### src/rtl/result_sched_pkg.sv
`default_nettype none
// +------------------------------------------------------------------------+
// | Module      : result_sched_pkg                                         |
// | Description : Shared state encodings and detection type for the        |
// |               result scheduler.                                         |
// | Revision    : 1.0 - initial release                                     |
// +------------------------------------------------------------------------+
package result_sched_pkg;

    localparam int c_WIDTH_POSI = 8;

    typedef enum logic [1:0] {
        S_IDLE  = 2'b00,
        S_ISSUE = 2'b01,
        S_WAIT  = 2'b11,
        S_FLUSH = 2'b10
    } state_t;

    typedef struct packed {
        logic [c_WIDTH_POSI-1:0] xpos;
        logic [c_WIDTH_POSI-1:0] ypos;
        logic [c_WIDTH_POSI-1:0] length;
    } det_t;

endpackage
`default_nettype wire

### src/rtl/result_sched_if.sv
`default_nettype none
// +------------------------------------------------------------------------+
// | Module      : result_sched_if                                          |
// | Description : FDE-side and writer-side signals of the result scheduler. |
// | Revision    : 1.0 - initial release                                     |
// +------------------------------------------------------------------------+
interface result_sched_if #(
    parameter int WIDTH_POSI = 8,
    parameter int WIDTH_CNT  = 4
);
    logic                  det_valid;
    logic [WIDTH_POSI-1:0] det_xpos;
    logic [WIDTH_POSI-1:0] det_ypos;
    logic [WIDTH_POSI-1:0] det_length;
    logic                  det_ready;
    logic                  frame_end;
    logic                  wr_start;
    logic [WIDTH_POSI-1:0] wr_xpos;
    logic [WIDTH_POSI-1:0] wr_ypos;
    logic [WIDTH_POSI-1:0] wr_length;
    logic                  wr_done;
    logic                  frame_done;
    logic [WIDTH_CNT-1:0]  count;

    modport master (
        output det_valid, det_xpos, det_ypos, det_length, frame_end, wr_done,
        input  det_ready, wr_start, wr_xpos, wr_ypos, wr_length, frame_done, count
    );

    modport slave (
        input  det_valid, det_xpos, det_ypos, det_length, frame_end, wr_done,
        output det_ready, wr_start, wr_xpos, wr_ypos, wr_length, frame_done, count
    );
endinterface
`default_nettype wire

### src/rtl/result_fifo.sv
`default_nettype none
// +------------------------------------------------------------------------+
// | Module      : result_fifo                                              |
// | Description : DEPTH-entry synchronous FIFO of packed detections.        |
// | Revision    : 1.0 - initial release                                     |
// +------------------------------------------------------------------------+
module result_fifo
    import result_sched_pkg::*;
#(
    parameter int  DEPTH     = 8,
    parameter int  WIDTH_CNT = 4,
    parameter type T         = det_t
) (
    input  wire logic                 clk,
    input  wire logic                 rst,
    input  wire logic                 push,
    input  wire logic                 pop,
    input  wire T                     din,
    output T                          dout,
    output logic                      full,
    output logic                      empty,
    output logic [WIDTH_CNT-1:0]      count
);
    localparam int c_PTR_W = $clog2(DEPTH);

    T                     r_mem [DEPTH];
    logic [c_PTR_W-1:0]   r_wr_ptr;
    logic [c_PTR_W-1:0]   r_rd_ptr;
    logic [WIDTH_CNT-1:0] r_count;
    logic                 w_do_push;
    logic                 w_do_pop;

    assign full      = (r_count == WIDTH_CNT'(DEPTH));
    assign empty     = (r_count == '0);
    assign count     = r_count;
    assign dout      = r_mem[r_rd_ptr];
    assign w_do_push = push && !full;
    assign w_do_pop  = pop && !empty;

    // Pointers wrap naturally because DEPTH is a power of two.
    always_ff @(posedge clk or posedge rst) begin
        if (rst) begin
            r_wr_ptr <= '0;
            r_rd_ptr <= '0;
            r_count  <= '0;
        end else begin
            if (w_do_push) r_wr_ptr <= r_wr_ptr + c_PTR_W'(1);
            if (w_do_pop)  r_rd_ptr <= r_rd_ptr + c_PTR_W'(1);
            case ({w_do_push, w_do_pop})
                2'b10:   r_count <= r_count + WIDTH_CNT'(1);
                2'b01:   r_count <= r_count - WIDTH_CNT'(1);
                default: r_count <= r_count;
            endcase
        end
    end

    always_ff @(posedge clk) begin
        if (w_do_push) r_mem[r_wr_ptr] <= din;
    end

endmodule
`default_nettype wire

### src/rtl/result_sched.sv
`default_nettype none
// +------------------------------------------------------------------------+
// | Module      : result_sched                                             |
// | Description : Queues FDE detections and issues them one at a time to    |
// |               the result writer; flags end of frame once drained.      |
// |               Optional duplicate filter: RESULT_SCHED_DUP_FILTER_EN.    |
// | Revision    : 1.0 - initial release                                     |
// +------------------------------------------------------------------------+
module result_sched
    import result_sched_pkg::*;
#(
    parameter int WIDTH_POSI = c_WIDTH_POSI,
    parameter int DEPTH      = 8,
    parameter int WIDTH_CNT  = 4
) (
    input  wire logic     clk,
    input  wire logic     rst,
    result_sched_if.slave bus
);
    typedef struct packed {
        logic [WIDTH_POSI-1:0] xpos;
        logic [WIDTH_POSI-1:0] ypos;
        logic [WIDTH_POSI-1:0] length;
    } entry_t;

    entry_t               w_din;
    entry_t               w_head;
    logic                 w_full;
    logic                 w_empty;
    logic                 w_push_acc;
    logic                 w_push;
    logic                 w_pop;
    logic [WIDTH_CNT-1:0] w_count;

    state_t               r_state;
    logic                 r_pending;
    logic                 r_wr_start;
    logic                 r_frame_done;
    entry_t               r_wr;

    assign w_din      = {bus.det_xpos, bus.det_ypos, bus.det_length};
    assign w_push_acc = bus.det_valid && !w_full;
    assign w_pop      = (r_state == S_IDLE) && !w_empty;

`ifdef RESULT_SCHED_DUP_FILTER_EN
    entry_t r_last;
    logic   r_last_vld;
    logic   w_dup;

    // A repeat of the last accepted detection is consumed but not queued.
    assign w_dup  = r_last_vld && (r_last == w_din);
    assign w_push = w_push_acc && !w_dup;

    always_ff @(posedge clk or posedge rst) begin
        if (rst) begin
            r_last     <= '0;
            r_last_vld <= 1'b0;
        end else if (w_push_acc) begin
            r_last     <= w_din;
            r_last_vld <= 1'b1;
        end else if (r_state == S_FLUSH) begin
            r_last     <= '0;
            r_last_vld <= 1'b0;
        end
    end
`else
    assign w_push = w_push_acc;
`endif

    result_fifo #(
        .DEPTH     (DEPTH),
        .WIDTH_CNT (WIDTH_CNT),
        .T         (entry_t)
    ) u_fifo (
        .clk   (clk),
        .rst   (rst),
        .push  (w_push),
        .pop   (w_pop),
        .din   (w_din),
        .dout  (w_head),
        .full  (w_full),
        .empty (w_empty),
        .count (w_count)
    );

    // Strobes are set on the transition into their state so they are flops.
    always_ff @(posedge clk or posedge rst) begin
        if (rst) begin
            r_state      <= S_IDLE;
            r_pending    <= 1'b0;
            r_wr_start   <= 1'b0;
            r_frame_done <= 1'b0;
            r_wr         <= '0;
        end else begin
            r_wr_start   <= 1'b0;
            r_frame_done <= 1'b0;
            if (bus.frame_end) r_pending <= 1'b1;
            case (r_state)
                S_IDLE: begin
                    if (!w_empty) begin
                        r_wr       <= w_head;
                        r_wr_start <= 1'b1;
                        r_state    <= S_ISSUE;
                    end else if (r_pending) begin
                        r_wr         <= '0;
                        r_frame_done <= 1'b1;
                        r_state      <= S_FLUSH;
                    end
                end
                S_ISSUE: r_state <= S_WAIT;
                S_WAIT: begin
                    if (bus.wr_done) r_state <= S_IDLE;
                end
                S_FLUSH: begin
                    // A marker landing here is absorbed into the frame being closed.
                    r_pending <= 1'b0;
                    r_state   <= S_IDLE;
                end
                default: r_state <= S_IDLE;
            endcase
        end
    end

    assign bus.det_ready  = !w_full;
    assign bus.wr_start   = r_wr_start;
    assign bus.wr_xpos    = r_wr.xpos;
    assign bus.wr_ypos    = r_wr.ypos;
    assign bus.wr_length  = r_wr.length;
    assign bus.frame_done = r_frame_done;
    assign bus.count      = w_count;

endmodule
`default_nettype wire
### src/flat_wrapper.sv
// flat-port wrapper written by rule: the top's interface ports become plain ports
module result_sched_flat import result_sched_pkg::*;
#(
    parameter int WIDTH_POSI = c_WIDTH_POSI,
    parameter int DEPTH      = 8,
    parameter int WIDTH_CNT  = 4
)
  (clk, rst, bus_det_valid, bus_det_xpos, bus_det_ypos, bus_det_length, bus_frame_end, bus_wr_done, bus_det_ready, bus_wr_start, bus_wr_xpos, bus_wr_ypos, bus_wr_length, bus_frame_done, bus_count);
  result_sched_if #(.WIDTH_POSI(WIDTH_POSI), .WIDTH_CNT(WIDTH_CNT)) bus_i ();
  input  wire logic clk;
  input  wire logic rst;
  input wire logic [$bits(bus_i.det_valid)-1:0] bus_det_valid;
  input wire logic [$bits(bus_i.det_xpos)-1:0] bus_det_xpos;
  input wire logic [$bits(bus_i.det_ypos)-1:0] bus_det_ypos;
  input wire logic [$bits(bus_i.det_length)-1:0] bus_det_length;
  input wire logic [$bits(bus_i.frame_end)-1:0] bus_frame_end;
  input wire logic [$bits(bus_i.wr_done)-1:0] bus_wr_done;
  output wire logic [$bits(bus_i.det_ready)-1:0] bus_det_ready;
  output wire logic [$bits(bus_i.wr_start)-1:0] bus_wr_start;
  output wire logic [$bits(bus_i.wr_xpos)-1:0] bus_wr_xpos;
  output wire logic [$bits(bus_i.wr_ypos)-1:0] bus_wr_ypos;
  output wire logic [$bits(bus_i.wr_length)-1:0] bus_wr_length;
  output wire logic [$bits(bus_i.frame_done)-1:0] bus_frame_done;
  output wire logic [$bits(bus_i.count)-1:0] bus_count;
  assign bus_i.det_valid = bus_det_valid;
  assign bus_i.det_xpos = bus_det_xpos;
  assign bus_i.det_ypos = bus_det_ypos;
  assign bus_i.det_length = bus_det_length;
  assign bus_i.frame_end = bus_frame_end;
  assign bus_i.wr_done = bus_wr_done;
  assign bus_det_ready = bus_i.det_ready;
  assign bus_wr_start = bus_i.wr_start;
  assign bus_wr_xpos = bus_i.wr_xpos;
  assign bus_wr_ypos = bus_i.wr_ypos;
  assign bus_wr_length = bus_i.wr_length;
  assign bus_frame_done = bus_i.frame_done;
  assign bus_count = bus_i.count;
  result_sched #(.WIDTH_POSI(WIDTH_POSI), .DEPTH(DEPTH), .WIDTH_CNT(WIDTH_CNT)) u_core (.clk(clk), .rst(rst), .bus(bus_i));
endmodule
### config.mk
export PLATFORM = sky130hd
export DESIGN_NAME = result_sched_flat
export DESIGN_NICKNAME = d
export VERILOG_FILES = /design/src/rtl/result_sched_pkg.sv /design/src/rtl/result_sched_if.sv /design/src/rtl/result_fifo.sv /design/src/rtl/result_sched.sv /design/src/flat_wrapper.sv
export SDC_FILE = /design/constraint.sdc
export NUM_CORES = 1
export LEC_CHECK = 0
export ABC_AREA = 1
export BUFFER_PORTS_ARGS = -buffer_cell sky130_fd_sc_hd__buf_2
export CELL_PAD_IN_SITES_DETAIL_PLACEMENT = 1
export CELL_PAD_IN_SITES_GLOBAL_PLACEMENT = 2
export CORE_MARGIN = 1.5
export CORE_UTILIZATION = 42
export DETAILED_ROUTE_END_ITERATION = 6
export PLACE_DENSITY = 0.81
export SYNTH_ARGS = -nofsm -noshare
export SYNTH_HDL_FRONTEND = slang
export SYNTH_HIERARCHICAL = 1
export SYNTH_SLANG_ARGS = --single-unit
### constraint.sdc
create_clock -name clk -period 4.5 [get_ports clk]
set_input_delay 0.45 -clock clk [delete_from_list [all_inputs] [get_ports clk]]
set_output_delay 0.45 -clock clk [all_outputs]
set_load 0.05 [all_outputs]
==> flow_metrics.tcl <==
set metrics [dict create \
    core_um2 23500 \
    die_w_um 158 \
    holdPathStages 3 \
    synth_edf_count 192 \
    yosysMostFrequentCell "nand2_1" \
    status "finished clean" \
    layout-drive-gt1-share_pct 10.9 \
    maxSlewViolCount 0 \
    synth.area.top_cells "edfxtp_1, nand2_1, dfrtp_1, nor2_1, inv_1" \
    ant_nets 0 \
    ios 60 \
    ys_seq_elements 231 \
    hpwl_um 14400 \
    cts_tree "done" \
    wire_per_inst_um 17.2 \
    dieHeight_um 158 \
    rsz0062_at_grt "false" \
    finalClockSkew_ns 0.0145 \
    yosysTopAreaCell "edfxtp_1" \
    synth_top_area_share_pct 57.4 \
    worstHoldPathType "in -> reg" \
    io_buffer_count 59 \
    clk_transition_reported_paths_ns 0.05 \
    yosys_warnings 6 \
    max-slew-margin-rel_pct 46.9 \
    synth_ff_type "edfxtp_1" \
    route.vias.total 6836 \
    first_pass_iters 4 \
    cts_max_level 1 \
    syn_inst 1043 \
    numCtsBuffers 26 \
    finalCriticalPeriod_ns 2.67 \
    ir_worst_vdd_mv 0.343 \
    drc_errors 0 \
    wl_um 24800 \
    syn_nets 1078 \
    worstSkewPairLatency_ns 0.53 \
    syn_to_final_growth_pct 14.0 \
    synth_cell_types 24 \
    async_flop_share_pct 16.9 \
    ys_top_cells_by_count "nand2_1, nor2_1, edfxtp_1" \
    gp_congestion 0.738 \
    cts_sinks 231 \
    clockRootBuffer "clkbuf_16" \
    finalCritPeriodShare_pct 59.4 \
    grt_max_degree 123 \
    p_per_area_nw_per_um2 681 \
    crit_fanout 27 \
    syn_area_per_cell_um2 9.62 \
    post_cts_resize_count 0 \
    post_cts_buffers 0 \
    diodes 0 \
    grt_pass1_wl_um 38700 \
    tns_ns 0 \
    via_per_inst 4.74 \
    tightest_slew_ns 0.797 \
    cts_hold_buf 1 \
    grt_antenna_before_repair 1 \
    critical_path_arrival_ns 3.08 \
    drv_cap 0 \
    worst_ep_required_time_ns 4.91 \
    yosysSeqAreaShare_pct 67.2 \
    path_class "reg -> reg" \
    start_kind "register" \
    num_rows 56 \
    end_kind "register" \
    finalSetupViolCount 0 \
    cts_max_path_buffers 3 \
    drtIter0Drc 311 \
    synth_area_um2 10000 \
    post-route-util_pct 48.8 \
    track_usage_pct 20.8 \
    grt_pass1_vias 6945 \
    final_nets 1138 \
    hold_viol_final 0 \
    grt-ovfl-total 0 \
    power_leakage_uw 0.00517 \
    start_util_pct 42.8 \
    rr_worst_depth 12 \
    die_area_um2 24800 \
    fmax_mhz 374 \
]
-- metal layers --
metal  vias up  GRT usage [%]  wire length (µm)
met5         -              0                16
met4         2           5.03               520
met3        44           3.01               940
met2       101           35.4             11800
met1      3329           28.3             11600
li1       3360              -                 -
-- area by class of cell --
type / count / area [µm²]
multi-input combinational: 647 / 2640
timing repair buffer: 76 / 450
sequential: 231 / 6750
inverter: 121 / 454
clock inverter: 10 / 43.8
tap: 319 / 399
clock buffer: 37 / 713
fill: 2661 / 12000
-- power by group --
part	switching (µW)	internal (µW)	total, µW
clock	808	1090	1900
sequential	315	2750	3060
combinational	2060	779	2840
total	3180	4620	7800
-- state kept, by name, indices dropped and copies added, names as in the netlist --
signal,count
u_core/bus.frame_done,1
u_core/bus.wr_length,8
u_core/u_fifo/r_wr_ptr,3
u_core/r_pending,1
u_core/u_fifo/r_mem,192
u_core/r_state,2
u_core/bus.wr_xpos,8
u_core/u_fifo/r_rd_ptr,3
u_core/bus.wr_ypos,8
u_core/u_fifo/count,4
u_core/bus.wr_start,1
-- cells by family after synthesis --
logic type | count (synthesis) | synth area share [%]
xor gates and xnor gates | 6 | 0.523
DFF | 231 | 67.2
and+or+nand+nor | 630 | 24.3
AOI/OAI and AO/OA | 5 | 0.249
buffers and inverters | 165 | 6.94
adders and majority gates | 6 | 0.823
-- critical path: stages, from the launching register on --
cell and delay, ns:
dfrtp_1 0.44, nor2_8 0.47, inv_1 0.12, nor2_1 0.19, nand2_1 0.18, inv_1 0.12, ha_1 0.23, ha_1 0.28
or2_2 0.31, nand2_1 0.07, nand2_1 0.05, nand3_1 0.06, nand2_1 0.05
-- metrics by stage --
| stage | power, µW | hold slack (ns) | area [µm²] | worst slack [ns] | instances |
|---|---|---|---|---|---|
| final | 7800 | 0.188 | 11400 | 1.83 | 1441 |
| after global routing | 8360 | 0.186 | 11400 | 1.58 | 1441 |
| after CTS | 7920 | 0.170 | 11400 | 1.83 | 1441 |
| after detailed placement | 5980 | 0.455 | 10700 | 1.83 | 1393 |
| after global placement | 5920 | 0.449 | 10700 | 1.93 | 1393 |
| after floorplan | 5160 | 0.290 | 10000 | 1.01 | 1043 |
-- path summary, 6_finish.rpt --
kind	startpoint	endpoint	slack, ns
min reg2reg	u_core/bus.wr_ypos[7]	u_core/bus.wr_ypos[7]	0.46
max in group asynchronous	rst	u_core/bus.frame_done	3.59
max	u_core/r_state[0]	u_core/u_fifo/count[3]	1.83
min in group asynchronous	rst	u_core/u_fifo/r_wr_ptr[1]	0.48
max reg2reg	u_core/r_state[0]	u_core/u_fifo/count[3]	1.83
min	bus_frame_end	u_core/r_pending	0.19
-- cells in the final DEF, fill, tap and decap left out, drive strengths merged --
master / n
nand2: 392
nor2: 199
edfxtp: 192
inv: 121
buf: 75
dfrtp: 39
clkbuf: 37
nand3: 29
clkinv: 10
nor3: 8
ha: 5
xnor2: 4
o21ai: 4
xor2: 2
dlygate4sd3: 1
a21oi: 1
and2: 1
or2: 1
fa: 1
Note: power is estimated with default switching activity, not from simulation.
